==> src/rtl/disp_timing_gen.sv <==
// disp_timing_gen: raster timing generator; clk/reset/enable in, fb_rd_en/fb_rd_data to frame buffer, hsync/vsync/de/pix_out/frame_start/h_cnt/v_cnt out
module disp_timing_gen #(
    parameter int   DATA_WIDTH = 24,
    parameter int   H_ACTIVE   = 640,
    parameter int   H_FP       = 16,
    parameter int   H_SYNC     = 96,
    parameter int   H_BP       = 48,
    parameter int   V_ACTIVE   = 480,
    parameter int   V_FP       = 10,
    parameter int   V_SYNC     = 2,
    parameter int   V_BP       = 33,
    parameter logic SYNC_POL   = 1'b0,
    parameter int   RD_LATENCY = 1,
    localparam int  H_TOTAL    = H_ACTIVE + H_FP + H_SYNC + H_BP,
    localparam int  V_TOTAL    = V_ACTIVE + V_FP + V_SYNC + V_BP,
    localparam int  HW         = $clog2(H_TOTAL),
    localparam int  VW         = $clog2(V_TOTAL)
) (
    input  logic                  clk,
    input  logic                  reset,
    input  logic                  enable,
    output logic                  fb_rd_en,
    input  logic [DATA_WIDTH-1:0] fb_rd_data,
    output logic                  hsync,
    output logic                  vsync,
    output logic                  de,
    output logic [DATA_WIDTH-1:0] pix_out,
    output logic                  frame_start,
    output logic [HW-1:0]         h_cnt,
    output logic [VW-1:0]         v_cnt
);
    typedef enum logic {IDLE, RUN} state_t;
    state_t state, state_nxt;
    logic h_last, last, act0, hs0, vs0, first0, run;
    logic [3:0] dl [RD_LATENCY];
    logic [3:0] d;
    always_comb begin
        h_last = h_cnt == HW'(H_TOTAL - 1);
        last   = h_last && v_cnt == VW'(V_TOTAL - 1);
        act0   = 32'(h_cnt) < H_ACTIVE && 32'(v_cnt) < V_ACTIVE;
        hs0    = 32'(h_cnt) >= H_ACTIVE + H_FP && 32'(h_cnt) < H_ACTIVE + H_FP + H_SYNC;
        vs0    = 32'(v_cnt) >= V_ACTIVE + V_FP && 32'(v_cnt) < V_ACTIVE + V_FP + V_SYNC;
        first0 = h_cnt == '0 && v_cnt == '0;
    end
    always_ff @(posedge clk)
        state <= reset ? IDLE : state_nxt;
    always_comb
        state_nxt = state == IDLE ? (enable ? RUN : IDLE) : (last && !enable ? IDLE : RUN);
    always_comb begin
        run      = state == RUN;
        fb_rd_en = !(run && act0);
    end
    always_ff @(posedge clk) begin
        if (reset || state == IDLE) begin
            h_cnt <= '0;
            v_cnt <= '0;
        end else begin
            h_cnt <= h_last ? '0 : h_cnt + HW'(1);
            if (h_last)
                v_cnt <= v_cnt == VW'(V_TOTAL - 1) ? '0 : v_cnt + VW'(1);
        end
    end
    // stage-0 flags are gated by run so an idle block feeds blanking into the pipe
    always_ff @(posedge clk) begin
        dl[0] <= reset ? 4'b0 : {run && act0, run && hs0, run && vs0, run && first0};
        for (int i = 1; i < RD_LATENCY; i++)
            dl[i] <= reset ? 4'b0 : dl[i-1];
    end
    assign d = dl[RD_LATENCY-1];
    always_ff @(posedge clk) begin
        if (reset) begin
            de          <= 1'b0;
            hsync       <= ~SYNC_POL;
            vsync       <= ~SYNC_POL;
            pix_out     <= '0;
            frame_start <= 1'b0;
        end else begin
            de          <= d[3];
            hsync       <= d[2] ? SYNC_POL : ~SYNC_POL;
            vsync       <= d[1] ? SYNC_POL : ~SYNC_POL;
            pix_out     <= d[3] ? fb_rd_data : '0;
            frame_start <= d[0];
        end
    end
endmodule

==> config.mk <==
export PLATFORM = sky130hd
export DESIGN_NAME = disp_timing_gen
export DESIGN_NICKNAME = d
export VERILOG_FILES = /design/src/rtl/disp_timing_gen.sv
export SDC_FILE = /design/constraint.sdc
export NUM_CORES = 1
export LEC_CHECK = 0
export ABC_CLOCK_PERIOD_IN_PS = 6350
export BUFFER_PORTS_ARGS = -buffer_cell sky130_fd_sc_hd__clkbuf_2
export CAP_MARGIN = 20
export CORE_MARGIN = 2
export CORE_UTILIZATION = 51
export CTS_CLUSTER_SIZE = 16
export DETAILED_ROUTE_END_ITERATION = 7
export GPL_TIMING_DRIVEN = 0
export MAX_ROUTING_LAYER = met4
export PLACE_DENSITY = 0.94
export SLEW_MARGIN = 20
export SYNTH_ARGS = -nofsm -noshare
export SYNTH_HDL_FRONTEND = slang
export SYNTH_SLANG_ARGS = --single-unit
==> constraint.sdc <==
create_clock -name clk -period 6.35 [get_ports clk]
set_input_delay 0.635 -clock clk [delete_from_list [all_inputs] [get_ports clk]]
set_output_delay 0.635 -clock clk [all_outputs]
set_load 0.05 [all_outputs]
==> results.json <==
{
  "status": "complete, no violations",
  "grt.overflow.total": 0,
  "netlist.area_leader.share_pct": 55.1,
  "cts_inserted_buffers": 5,
  "cp_data_required_time_ns": 6.59,
  "grt_pass1_vias": 1541,
  "grt_max_degree": 16,
  "antenna_found_initial": 0,
  "power_density_nw_per_um2": 249,
  "hold_viol_final": 0,
  "ys_seq_area_share_pct": 55.1,
  "drive_gt1_share_pct": 32.4,
  "yosysTopAreaCell": "dfxtp_1",
  "die_x_um": 65.4,
  "avgSynthCellArea_um2": 9.87,
  "antenna_left": 0,
  "postSynthCellCount": 195,
  "whs_ns": 0.385,
  "ys_types": 32,
  "rows": 22,
  "core_area_um2": 3630,
  "fin_crit_ns": 2.22,
  "worstPathMaxFanout": 7,
  "tightest_slew_ns": 0.474,
  "criticalPathCategory": "reg -> reg",
  "grt_pass1_wl_um": 7200,
  "synthTopCellsByArea": "dfxtp_1 (55%), and2_1 (7.8%), xnor2_1 (4.1%), nor2_1 (3.7%), ha_1 (2.6%)",
  "fin_nets": 308,
  "final_cell_mix": "clkbuf_2 (75), dfxtp_1 (53), and2_1 (24)",
  "p_leak_nw": 1.08,
  "drt_wl_total_um": 4380,
  "cp-end-kind": "flop",
  "htreeDepth": 2,
  "clock_latency_ns": 0.30,
  "synth_nets": 226,
  "drv_cap": 0,
  "ff2ff_path_depth": 6,
  "gp_congestion": 0.844,
  "cts-hold-fix-buffers": 0,
  "ios": 76,
  "yosys_warnings": 0,
  "drc_errors": 0,
  "diodes": 0,
  "cp-start-kind": "flop",
  "min_from": "dl[0][1]",
  "rsz0062_at_grt": "false",
  "finish.utilization_pct": 68.2,
  "cts.repair.resized": 0,
  "ys_ff_latch": 53,
  "clock-sinks": 53,
  "max_freq_mhz": 451,
  "via_count": 1669,
  "cts_max_path_buffers": 2,
  "crit_arrival_ns": 2.46,
  "dp_hpwl_um": 3030,
  "setup_viol": 0,
  "peakVddDrop_mv": 0.136,
  "post-cts-setup-buffers": 0,
  "rr_startpoint": "h_cnt[0]",
  "hold_path_class": "reg -> reg",
  "period_share_pct": 34.9,
  "final_common_cell": "clkbuf_2",
  "syn-cell-area_um2": 1930,
  "drv_slew": 0,
  "wl_per_cell_um": 13.4,
  "syn2layout_area_growth_pct": 28.7,
  "routed_via_density": 5.12,
  "worst_clock_skew_ns": 0.00487,
  "first_pass_iters": 4,
  "path_clk_slew_ns": 0.09,
  "dieArea_um2": 4280,
  "die_h_um": 65.4,
  "reg2reg_slack_ns": 4.13,
  "rr_endpoint": "v_cnt[6]",
  "io_buffers": 75,
  "start_util_pct": 53.0,
  "grt_usage_pct": 22.3,
  "cts_tree": "built",
  "min_to": "vsync",
  "tns_ns": 0,
  "min_path_cells": 1,
  "root_buffer": "clkbuf_8",
  "relSlewSlack_pct": 68.4,
  "drtIter0Drc": 61
}
logic make-up after synthesis:
group / share of synthesized area (%)
AO/OA/AOI/OAI: 3.83
flip-flops: 55.1
XOR/XNOR: 5.91
adder cells (fa/ha/maj): 2.60
buffers and inverters: 3.05
AND/OR/NAND/NOR: 29.5
worst max-delay path, cell delays in order, from the launching register on:
cell	delay [ns]
dfxtp_1	0.43
ha_1	0.26
nand4_1	0.23
or3_1	0.42
buf_2	0.17
or4_4	0.52
a21oi_2	0.13
where the power goes:
group          leakage, nW  internal, W  total [W]  switching (W)
Combinational        0.588    0.0000146  0.0000479      0.0000333
Clock               0.0585     0.000128   0.000228      0.0000993
Sequential           0.430     0.000339   0.000342     0.00000287
through the flow:
step           cells  worst slack, ns  area, um2  power [W]
6_report         326             4.13       2480   0.000617
4_1_cts          326             4.12       2480   0.000622
3_5_place_dp     318             4.13       2360   0.000398
5_1_grt          326             3.93       2480   0.000640
2_1_floorplan    195             3.95       1930   0.000380
3_3_place_gp     318             4.21       2360   0.000396
sequential cells by signal, summed over array words and instances (netlist names):
signal	flops
run	1
v_cnt	10
de	1
frame_start	1
pix_out	24
dl	4
hsync	1
h_cnt	10
vsync	1
cell usage after synthesis, drive strengths merged:
library cell  number
o41ai              1
and2              24
a21oi              5
nor4               7
nand3              9
dfxtp             53
o31ai              1
nand2b             4
nor3               4
or4b               2
inv                7
clkbuf             3
or3                4
ha                 4
nand4              6
xor2               4
nor2              19
and4               1
nor2b              4
and3               3
xnor2              9
o21ai              5
or3b               1
nand2              8
or4                2
nand4b             2
buf                3
routing by layer:
layer	track usage, %	vias up	part of all wire [%]
met1	26.3	756	41
met3	4.97	14	8.7
met5	-	-	0
met2	37.1	82	48
met4	8.85	0	2.4
li1	-	817	-
final cells by class:
class	count	area (um2)
fill	271	1160
sequential	53	1060
multi-input combinational	129	806
timing repair buffer	75	375
clock buffer	7	86.3
tap	48	60.1
buffer	6	32.5
clock inverter	1	30.0
inverter	7	26.3
how the worst max path moves through the flow:
stage | from | endpoint | slack [ns]
after floorplan | h_cnt[0] | v_cnt[6] | 3.95
after global placement | h_cnt[0] | run | 4.21
after detailed placement | h_cnt[0] | v_cnt[6] | 4.13
after CTS | h_cnt[0] | v_cnt[6] | 4.12
after global routing | h_cnt[0] | run | 3.93
final | h_cnt[0] | v_cnt[6] | 4.13
Note: power is estimated with default switching activity, not from simulation.
